===== config.mk =====
export PLATFORM = sky130hd
export DESIGN_NAME = if_pc_stage
export DESIGN_NICKNAME = d
export VERILOG_FILES = /design/src/rtl/if_pc_stage.sv
export SDC_FILE = /design/constraint.sdc
export NUM_CORES = 1
export LEC_CHECK = 0
export CAP_MARGIN = 20
export CORE_AREA = 4 4 106 108
export DETAILED_ROUTE_END_ITERATION = 10
export DIE_AREA = 0 0 110 112
export PLACE_DENSITY_LB_ADDON = 0.2
export SLEW_MARGIN = 20
export SYNTH_ARGS = -nofsm -noshare
export SYNTH_HDL_FRONTEND = slang
export SYNTH_SLANG_ARGS = --single-unit

===== constraint.sdc =====
create_clock -name clk -period 9.3 [get_ports clk]
set_clock_uncertainty 0.15 [all_clocks]
set_input_delay 2.325 -clock clk [delete_from_list [all_inputs] [get_ports clk]]
set_output_delay 2.325 -clock clk [all_outputs]
set_load 0.005 [all_outputs]

===== src/rtl/if_pc_stage.sv =====
// ---------------------------------------------------------------------------
// if_pc_stage
//   Instruction-fetch stage. Holds the program counter, presents it to
//   instruction memory, feeds PC+PC_INC back to the PC source mux and
//   captures the fetched instruction with its PC into the IF/ID register.
//
// Ports:
//   clk, rst      clock; asynchronous active-high reset
//   newPC         next PC from the PC source mux (word-aligned on load)
//   stall         hold PC and IF/ID
//   flush         squash IF/ID and redirect PC to newPC (beats stall)
//   imem_data     instruction word from memory
//   imem_ready    imem_data valid for the current imem_addr
//   imem_req      fetch request (depends on state only)
//   imem_addr     fetch address (= PC)
//   currentPC     PC + PC_INC, wraps mod 2^32
//   IF_ID_PC      PC of the instruction in IF/ID
//   IF_ID_instr   instruction in IF/ID (NOP_INSTR on bubble/flush)
//   IF_ID_valid   IF/ID holds a real instruction
//
// Optional feature (macro IF_PERF_CNT_EN):
//   fetch_count   saturating count of accepted fetches
//   bubble_count  saturating count of flush/not-ready cycles in FETCH
// ---------------------------------------------------------------------------
module if_pc_stage #(
  parameter logic [31:0] RESET_PC  = 32'h0000_0000,
  parameter int          PC_INC    = 4,
  parameter logic [31:0] NOP_INSTR = 32'h0000_0000
) (
  input  logic        clk,
  input  logic        rst,
  input  logic [31:0] newPC,
  input  logic        stall,
  input  logic        flush,
  input  logic [31:0] imem_data,
  input  logic        imem_ready,
  output logic        imem_req,
  output logic [31:0] imem_addr,
  output logic [31:0] currentPC,
  output logic [31:0] IF_ID_PC,
  output logic [31:0] IF_ID_instr,
`ifdef IF_PERF_CNT_EN
  output logic        IF_ID_valid,
  output logic [31:0] fetch_count,
  output logic [31:0] bubble_count
`else
  output logic        IF_ID_valid
`endif
);

  localparam logic [31:0] PC_INC_W = 32'(PC_INC);

  typedef enum logic {BOOT, FETCH} state_t;

  state_t      state_reg, state_next;
  logic [31:0] pc_reg, pc_next;
  logic [31:0] if_id_pc_reg, if_id_pc_next;
  logic [31:0] if_id_instr_reg, if_id_instr_next;
  logic        if_id_valid_reg, if_id_valid_next;

  // Loaded PCs are always forced to a word boundary.
  logic [31:0] new_pc_aligned;
  assign new_pc_aligned = {newPC[31:2], 2'b00};

  always_ff @(posedge clk or posedge rst) begin
    if (rst) begin
      state_reg       <= BOOT;
      pc_reg          <= RESET_PC;
      if_id_pc_reg    <= 32'h0000_0000;
      if_id_instr_reg <= NOP_INSTR;
      if_id_valid_reg <= 1'b0;
    end else begin
      state_reg       <= state_next;
      pc_reg          <= pc_next;
      if_id_pc_reg    <= if_id_pc_next;
      if_id_instr_reg <= if_id_instr_next;
      if_id_valid_reg <= if_id_valid_next;
    end
  end

  always_comb begin
    state_next       = state_reg;
    pc_next          = pc_reg;
    if_id_pc_next    = if_id_pc_reg;
    if_id_instr_next = if_id_instr_reg;
    if_id_valid_next = if_id_valid_reg;
    case (state_reg)
      BOOT: begin
        state_next       = FETCH;
        if_id_valid_next = 1'b0;
      end
      FETCH: begin
        if (flush) begin
          // Redirect: whatever memory returned this cycle is dropped.
          pc_next          = new_pc_aligned;
          if_id_pc_next    = pc_reg;
          if_id_instr_next = NOP_INSTR;
          if_id_valid_next = 1'b0;
        end else if (stall) begin
          // Hold everything; the fetch of pc_reg simply repeats.
        end else if (imem_ready) begin
          pc_next          = new_pc_aligned;
          if_id_pc_next    = pc_reg;
          if_id_instr_next = imem_data;
          if_id_valid_next = 1'b1;
        end else begin
          // Memory not ready: insert a bubble and retry the same PC.
          if_id_pc_next    = pc_reg;
          if_id_instr_next = NOP_INSTR;
          if_id_valid_next = 1'b0;
        end
      end
      default: state_next = BOOT;
    endcase
  end

  assign imem_req    = (state_reg == FETCH);
  assign imem_addr   = pc_reg;
  assign currentPC   = pc_reg + PC_INC_W;
  assign IF_ID_PC    = if_id_pc_reg;
  assign IF_ID_instr = if_id_instr_reg;
  assign IF_ID_valid = if_id_valid_reg;

`ifdef IF_PERF_CNT_EN
  // Index 0 counts accepted fetches, index 1 counts bubbles (flush or
  // not-ready). Stalled cycles count toward neither.
  logic [1:0] cnt_evt;
  assign cnt_evt[0] = (state_reg == FETCH) && !flush && !stall && imem_ready;
  assign cnt_evt[1] = (state_reg == FETCH) && (flush || (!stall && !imem_ready));

  genvar gi;
  generate
    for (gi = 0; gi < 2; gi++) begin : gen_cnt
      logic [31:0] cnt_reg;
      always_ff @(posedge clk or posedge rst) begin
        if (rst)
          cnt_reg <= 32'h0000_0000;
        else if (cnt_evt[gi] && (cnt_reg != 32'hFFFF_FFFF))
          cnt_reg <= cnt_reg + 32'd1;
      end
    end
  endgenerate

  assign fetch_count  = gen_cnt[0].cnt_reg;
  assign bubble_count = gen_cnt[1].cnt_reg;
`endif

endmodule


==> impl_metrics.py, run 1 <==
metrics = {
    "status": {
        "status": "completed",
    },
    "synth": {
        "ys_seq_area_frac": 0.5868,
        "synth_top_area_cell": "dfrtp_1",
        "synth_xor_area_frac": 0.06117,
        "synth_enable_flop_cells": 0,
        "ys.flop_type": "dfrtp_1",
        "synthAdderAreaFrac": 0.003121,
        "avgSynthCellArea_sq_um": 13.82,
        "muxShareOfSynthArea": 0.1654,
        "synth_compound_area_frac": 0.07553,
        "ys_ff_latch": 94,
        "yosys_warnings": 0,
        "syn_inst": 290,
        "ys_async_sr_fraction": 1.000,
        "synth.top_cell.area_share": 0.5868,
        "synth_area_sq_um": 4009,
        "ys_types": 28,
        "synth_top_family_by_area": "multiplexers",
        "ys_top_cells_by_area": "dfrtp_1 59%, mux2_2 16%, a22o_1 7.0%",
        "synthSimpleGateAreaFrac": 0.07303,
    },
    "pwr": {
        "power_w": 0.001155,
        "power.leakage_nw": 2.611,
        "power_density_nw_per_um2": 184.6,
        "ir_drop_mv": 0.09356,
    },
    "route": {
        "drt_first_pass_iters": 4,
        "drt_iter0_markers": 128,
        "drc": 0,
        "drt-met1-wl_um": 4293,
        "dr_wl_met2_um": 4930,
        "final_antenna_net_count": 0,
        "wl_met3_um": 1319,
        "drt_wl_total_um": 10640,
        "vias": 3009,
        "wl_per_cell_um": 17.18,
        "top_layer": "met5",
        "via_per_inst": 4.861,
    },
    "setup_path": {
        "required_ns": 6.83,
        "crit_type": "register to output port",
        "critPathArrivalTime_ns": 2.71,
        "cp-end-kind": "output port",
        "crit_path_start_kind": "register",
        "crit_path_max_fanout": 8,
    },
    "clocking": {
        "clk_pin_slew_ns": 0.09,
        "insertion_delay_ns": 0.35,
        "cts_tree": "yes",
        "clock_tree.root_cell": "clkbuf_8",
        "postCtsHoldBufs": 0,
        "cts_sinks": 94,
        "cts_setup_buffers": 0,
        "cts_buffer_depth": 2,
        "h-tree-depth": 3,
        "numCtsBuffers": 9,
        "cts-resized-gates": 0,
    },
    "floorplan": {
        "initial_core_util": 0.3918,
        "coreArea_sq_um": 10230,
        "die_w_um": 110,
        "die_h_um": 112,
        "die-area_sq_um": 12320,
        "ios": 199,
        "fp-row-count": 37,
    },
    "sta": {
        "finalWorstPathRequiredPeriod_ns": 5.184,
        "timing.final.max_slew_violations": 0,
        "fmax_ghz": 0.1929,
        "tns_ns": 0,
        "finalWorstSetupSlack_ns": 4.116,
        "rsz0062_at_grt": "no",
        "fin_crit_sh": 0.5575,
        "worst_slew_pin_slew_ns": 0.9764,
        "setup_viol": 0,
        "slew-limit-headroom": 0.3474,
        "hold_viol": 0,
    },
    "placement": {
        "hpwl_um": 7649,
        "pre_cts_slack_ns": 4.473,
        "placed_area_sq_um": 6038,
        "portBuffers": 190,
        "place_congestion": 0.7621,
    },
    "cells_and_area": {
        "fin_nets": 548,
        "syn_to_final_growth_pct": 56.09,
        "final_cell_area_sq_um": 6257,
        "drive_above_1_share": 0.1781,
        "fillers": 856,
        "diodes": 0,
    },
    "global_routing": {
        "antenna_found_initial": 1,
        "grt_usage": 0.1719,
        "grt_pass1_wl_um": 16690,
        "grt_pass1_vias": 3156,
        "grt_overflow": 0,
        "grt_max_degree": 70,
    },
    "worst_hold_path": {
        "min_path_type": "register to register",
    },
    "run": {
        "drv_cap": 0,
    },
}
## logic make-up (layout without fill, tap and decap cells)
kind of cell             after synthesis  after routing
XOR/XNOR                              28             28
AND/OR/NAND/NOR                       44             44
AO/OA/AOI/OAI                         36             36
multiplexers                          59             59
buffers and inverters                 26            214
flip-flops                            94             94
adder cells (fa/ha/maj)                1              1
other                                  2              7
## layout make-up
type / count / area, sq um / area share
tap: 136 / 170.2 / 0.02719
clock inverter: 4 / 53.80 / 0.008598
sequential: 94 / 2352 / 0.3759
inverter: 5 / 21.27 / 0.003399
clock buffer: 12 / 165.2 / 0.02639
timing repair buffer: 193 / 1924 / 0.3075
multi-input combinational: 175 / 1570 / 0.2510
## final timing paths
kind                         startpoint               to  slack [ns]  cells past startpoint
max in group asynchronous           rst    imem_addr[14]        5.69                      3
hold reg to reg             IF_ID_PC[6]      IF_ID_PC[6]        0.35                      2
hold / removal              IF_ID_PC[6]      IF_ID_PC[6]        0.35                      2
min in group asynchronous           rst   IF_ID_instr[8]        2.13                      2
setup / recovery           imem_addr[3]    currentPC[18]        4.12                      6
setup reg to reg               imem_req  IF_ID_instr[22]        7.30                      5
## cells in the mapped netlist (3+ instances only)
master / instances
nand4_1: 7
dfrtp_1: 94
and3_1: 3
buf_4: 6
xor2_1: 7
nand3_1: 11
clkbuf_1: 5
a22o_1: 32
buf_2: 8
xnor2_1: 21
inv_1: 5
and4_1: 3
nand2_1: 8
nor2_1: 4
mux2_2: 58
## critical path, cell delays in order (launching register included)
cell	delay (ns)
dfrtp_1	0.45
ha_1	0.21
nand3_1	0.25
nor4_4	0.56
nand4_1	0.20
xnor2_1	0.18
clkdlybuf4s50_1	0.52
## registers in the layout, summed over array words and instances, names as in the netlist
register and cells:
IF_ID_PC 30, imem_req 1, IF_ID_instr 32, imem_addr 30, IF_ID_valid 1
## placed cells by master, fill, tap and decap left out, types with 2 or more instances in the layout
cell	Yosys	layout
clkinvlp_4	0	2
mux2_2	58	58
dfrtp_1	94	94
clkbuf_8	0	12
and4_1	3	3
nor4_4	2	2
nand3_1	11	11
inv_1	5	4
xor2_1	7	7
conb_1	2	7
o21ai_0	2	2
buf_4	6	3
and3_1	3	3
nand2_1	8	8
nand4_1	7	7
a22o_1	32	32
nor2_1	4	4
xnor2_1	21	21
clkdlybuf4s50_1	0	190
## power by group
part / switching (W) / internal (W) / total (W)
Clock: 0.000141 / 0.000147 / 0.000288
Combinational: 0.000104 / 0.000233 / 0.000337
Sequential: 0.0000592 / 0.000471 / 0.000530
Total: 0.000304 / 0.000851 / 0.00116
## metal layers
layer / vias to the layer above / GRT usage
li1: 1405 / -
met1: 1461 / 0.2116
met2: 129 / 0.2747
met3: 12 / 0.07478
met4: 2 / 0.04489
met5: - / 0
## through the flow
| step | util | hold slack, ns | std cells |
|---|---|---|---|
| floorplan | - | 0.3233 | 295 |
| global placement | 0.5902 | 0.3136 | 603 |
| detailed placement | 0.5902 | 0.3321 | 603 |
| CTS | 0.6116 | 0.3533 | 619 |
| global route | 0.6116 | 0.3708 | 619 |
| finish | 0.6116 | 0.3489 | 619 |
(Power assumes the default switching activity.)
==> run 2: changes to the inputs <==
- CORE_AREA: 4 4 106 108 -> 4 4 111 113
- DIE_AREA: 0 0 110 112 -> 0 0 115 117
- clock period: 9.3 -> 4.6 ns (I/O delays scaled with it)
==> impl_metrics.py, run 2 (synthesized netlist as in run 1, its figures left out) <==
metrics = {
    "route": {
        "drc": 0,
        "drt_iter0_markers": 91,
        "vias": 3059,
        "via_per_inst": 4.879,
        "drt_wl_total_um": 10940,
        "final_antenna_net_count": 0,
        "wl_per_cell_um": 17.44,
        "drt_first_pass_iters": 4,
    },
    "floorplan": {
        "fp-row-count": 39,
        "coreArea_sq_um": 11320,
        "ios": 199,
        "die_h_um": 117,
        "die-area_sq_um": 13460,
        "die_w_um": 115,
        "initial_core_util": 0.3541,
    },
    "placement": {
        "pre_cts_slack_ns": 0.8846,
        "hpwl_um": 7926,
        "place_congestion": 0.7419,
        "portBuffers": 190,
    },
    "sta": {
        "rsz0062_at_grt": "no",
        "slew-limit-headroom": 0.3696,
        "finalWorstPathRequiredPeriod_ns": 4.048,
        "fmax_ghz": 0.2470,
        "fin_crit_sh": 0.8800,
        "timing.final.max_slew_violations": 0,
        "worst_slew_pin_slew_ns": 0.9430,
        "tns_ns": 0,
        "finalWorstSetupSlack_ns": 0.5518,
        "hold_viol": 0,
        "setup_viol": 0,
    },
    "cells_and_area": {
        "final_common_cell": "clkdlybuf4s50_1",
        "diodes": 0,
        "fillers": 982,
        "fin_util": 0.5620,
        "syn_to_final_growth_pct": 58.71,
        "fin_nets": 549,
        "largest_reg_flops": 32,
        "mostFrequentLayoutCells": "190 x clkdlybuf4s50_1, 94 x dfrtp_1, 58 x mux2_2",
        "drive_above_1_share": 0.1798,
    },
    "pwr": {
        "switching_share": 0.2601,
        "power_density_nw_per_um2": 396.1,
        "p_seq_frac": 0.426,
        "p_switching_w": 0.0006555,
        "p_int_w": 0.001865,
        "pwr-share-clk": 0.302,
        "combPwrFrac": 0.271,
        "power.leakage_nw": 2.660,
        "power_w": 0.002520,
        "ir_drop_mv": 0.2828,
    },
    "worst_hold_path": {
        "hp-start": "IF_ID_PC[6]",
        "min_path_type": "register to register",
    },
    "clocking": {
        "cts_tree": "yes",
        "cts_setup_buffers": 0,
        "cts_buffer_depth": 2,
        "h-tree-depth": 3,
        "clk_pin_slew_ns": 0.07,
        "clock_tree.root_cell": "clkbuf_16",
        "insertion_delay_ns": 0.33,
        "cts-resized-gates": 0,
        "numCtsBuffers": 9,
        "postCtsHoldBufs": 0,
        "cts_sinks": 94,
    },
    "global_routing": {
        "grtUsageMet2": 0.2581,
        "met3_usage": 0.06170,
        "grt_max_degree": 66,
        "grt.busiest_layer": "met2",
        "antenna_found_initial": 0,
        "grt_usage": 0.1643,
        "grt_pass1_wl_um": 17340,
        "grt_pass1_vias": 3219,
        "grt_overflow": 0,
        "grtUsageMet1": 0.2099,
    },
    "setup_path": {
        "rr_startpoint": "imem_req",
        "path_buf_inv": 1,
        "cp_top_family": "simple AND/OR/NAND/NOR gates",
        "required_ns": 3.30,
        "crit_path_start_kind": "register",
        "cp-end-kind": "output port",
        "critPathArrivalTime_ns": 2.75,
        "crit_path_cell_trace": "ha_1, nand3_1, nor4_4, nand4_1, xnor2_1, clkdlybuf4s50_1",
        "crit_type": "register to output port",
        "crit_start": "imem_addr[3]",
        "max_stage_delay_ns": 0.55,
        "crit_path_max_fanout": 8,
        "crit_path_top_delay_cell": "nor4_4",
    },
    "run": {
        "drv_cap": 0,
    },
    "status": {
        "status": "completed",
    },
}
## run 2: changes by cell type in the layout (fill, tap and decap cells not counted), sizes merged
cell	delta
buf	+1
clkbuf	-2
clkinv	+2
clkinvlp	-1
inv	+1
## run 2: cell type report
cell class / count / area, sq um / share of cell area
clock buffers: 10 / 239.0 / 0.03756
flip-flops and latches: 94 / 2352 / 0.3697
well taps: 143 / 178.9 / 0.02812
multi-input cells: 175 / 1570 / 0.2468
repair buffers: 194 / 1932 / 0.3036
clock inverters: 6 / 68.82 / 0.01082
inverters: 5 / 21.27 / 0.003343
## run 2: path summary, 6_finish.rpt
check,end,slack (ns),cells past startpoint
setup / recovery,currentPC[24],0.55,6
hold / removal,IF_ID_PC[6],0.35,2
setup reg to reg,IF_ID_instr[15],2.59,5
hold reg to reg,IF_ID_PC[6],0.35,2
max in group asynchronous,IF_ID_valid,2.45,3
min in group asynchronous,IF_ID_instr[31],1.06,2
## run 2: metal layers
layer,part of all wire,vias to the layer above
met1,0.43,1498
li1,-,1415
met4,0.012,0
met5,0,-
met3,0.10,9
met2,0.46,137
## run 2: tightest hold or removal path: stages (launching register included)
cell	delay, ns
dfrtp_1	0.36
nand2_1	0.05
o21ai_0	0.06
## run 2: power by group through the flow
stage          combinational (W)  clock, W  sequential, W
2_1_floorplan           0.000222         0        0.00108
3_5_place_dp            0.000694         0        0.00109
4_1_cts                 0.000699  0.000781        0.00108
5_1_grt                 0.000740  0.000809        0.00110
3_3_place_gp            0.000690         0        0.00108
6_report                0.000683  0.000762        0.00107
## run 2: through the flow
step,hold WS [ns],cells,area (sq um)
CTS,0.3433,627,6362
floorplan,0.3233,295,4028
global placement,0.3198,611,6055
detailed placement,0.3238,611,6055
finish,0.3494,627,6362
global route,0.3678,627,6362
==> run 3: changes to the inputs <==
- CELL_PAD_IN_SITES_DETAIL_PLACEMENT: default -> 2
- CELL_PAD_IN_SITES_GLOBAL_PLACEMENT: default -> 2
- CORE_AREA: 4 4 111 113 -> 4 4 140 142
- DIE_AREA: 0 0 115 117 -> 0 0 144 146
==> impl_metrics.py, run 3 (synthesized netlist as in run 1, its figures left out) <==
metrics = {
    "route": {
        "drt_wl_total_um": 13430,
        "vias": 3118,
        "via_per_inst": 4.343,
        "drt_first_pass_iters": 4,
        "wl_per_cell_um": 18.70,
        "final_antenna_net_count": 0,
        "drc": 0,
        "drt_iter0_markers": 85,
    },
    "worst_hold_path": {
        "holdPathEnd": "IF_ID_PC[6]",
        "min_path_type": "register to register",
        "hp-start": "IF_ID_PC[6]",
        "min_path_cells": 2,
    },
    "global_routing": {
        "grt_usage": 0.1286,
        "grt_max_degree": 66,
        "grt_pass1_wl_um": 21090,
        "antenna_found_initial": 1,
        "grt_pass1_vias": 3599,
        "grt_overflow": 0,
    },
    "cells_and_area": {
        "final_common_cell": "clkdlybuf4s50_1",
        "diodes": 0,
        "syn_to_final_growth_pct": 61.74,
        "fin_cells": 718,
        "fillers": 1941,
        "drive_above_1_share": 0.1756,
        "fin_nets": 549,
        "mostFrequentLayoutCells": "190 x clkdlybuf4s50_1, 94 x dfrtp_1, 58 x mux2_2",
        "largest_reg_flops": 32,
    },
    "sta": {
        "rsz0062_at_grt": "no",
        "timing.final.max_slew_violations": 0,
        "fmax_ghz": 0.2461,
        "setup_viol": 0,
        "worst_slew_pin_slew_ns": 0.8711,
        "finalWorstPathRequiredPeriod_ns": 4.064,
        "fin_crit_sh": 0.8834,
        "tns_ns": 0,
        "slew-limit-headroom": 0.4193,
        "hold_viol": 0,
    },
    "floorplan": {
        "die_h_um": 146,
        "fp-row-count": 50,
        "die-area_sq_um": 21020,
        "ios": 199,
        "coreArea_sq_um": 18460,
        "initial_core_util": 0.2172,
        "die_w_um": 144,
    },
    "pwr": {
        "power.leakage_nw": 2.662,
        "power_density_nw_per_um2": 393.4,
        "power_w": 0.002550,
        "ir_drop_mv": 0.1680,
    },
    "clocking": {
        "cts_buffer_depth": 2,
        "postCtsHoldBufs": 0,
        "h-tree-depth": 3,
        "cts-resized-gates": 0,
        "numCtsBuffers": 9,
        "cts_setup_buffers": 0,
        "insertion_delay_ns": 0.34,
        "cts_tree": "yes",
        "clock_tree.root_cell": "clkbuf_16",
        "clk_pin_slew_ns": 0.06,
        "cts_sinks": 94,
    },
    "setup_path": {
        "crit_path_max_fanout": 8,
        "rr_worst_depth": 5,
        "critPathArrivalTime_ns": 2.76,
        "rr_startpoint": "imem_req",
        "required_ns": 3.30,
        "crit_type": "register to output port",
        "cp-end-kind": "output port",
        "rr_endpoint": "IF_ID_instr[3]",
        "crit_path_start_kind": "register",
        "reg2reg_setup_slack_ns": 2.47,
    },
    "placement": {
        "place_congestion": 0.7089,
        "portBuffers": 190,
        "dp.cells": 702,
        "hpwl_um": 9623,
    },
    "status": {
        "status": "completed",
    },
    "run": {
        "drv_cap": 0,
    },
}
==> run 3: layout make-up <==
type	count	area, sq um	share of cell area
Clock buffer	13	260.3	0.04014
Multi-Input combinational cell	175	1570	0.2422
Clock inverter	3	42.54	0.006561
Sequential cell	94	2352	0.3628
Inverter	5	21.27	0.003281
Tap cell	234	292.8	0.04516
Timing Repair Buffer	194	1944	0.2999
==> run 3: worst max path at each step <==
stage	startpoint	to	slack, ns	cells past startpoint
finish	imem_addr[3]	currentPC[24]	0.54	6
global route	imem_addr[3]	currentPC[24]	0.23	6
CTS	imem_addr[3]	currentPC[24]	0.44	6
detailed placement	imem_addr[3]	currentPC[24]	0.85	6
global placement	imem_addr[4]	currentPC[31]	0.88	5
floorplan	rst	IF_ID_PC[10]	0.85	1
==> run 3: metrics by stage <==
stage / hold WS, ns / utilization / setup slack, ns / instance area, sq um
5_1_grt: 0.3761 / 0.3513 / 0.2315 / 6484
3_5_place_dp: 0.3352 / 0.3349 / 0.8512 / 6181
2_1_floorplan: 0.3233 / - / 0.8513 / 4028
4_1_cts: 0.3506 / 0.3513 / 0.4429 / 6484
6_report: 0.3399 / 0.3513 / 0.5362 / 6484
3_3_place_gp: 0.3156 / 0.3349 / 0.8764 / 6181
==> run 3: critical path: stages (launching register included) <==
cell and delay (ns):
dfrtp_1 0.46, ha_1 0.23, nand3_1 0.24, nor4_4 0.55, nand4_1 0.19, xnor2_1 0.18
clkdlybuf4s50_1 0.55
==> run 3: where the power goes <==
group / switching, W / internal, W / total, W
Sequential: 0.000124 / 0.000953 / 0.00108
Clock: 0.000325 / 0.000451 / 0.000776
Combinational: 0.000223 / 0.000474 / 0.000697
==> run 3: metal layers <==
metal	vias to the layer above	track usage	part of all wire
met5	-	0	0.00089
met4	2	0.04520	0.015
met3	12	0.04929	0.093
met2	120	0.2076	0.47
met1	1580	0.1557	0.42
li1	1404	-	-
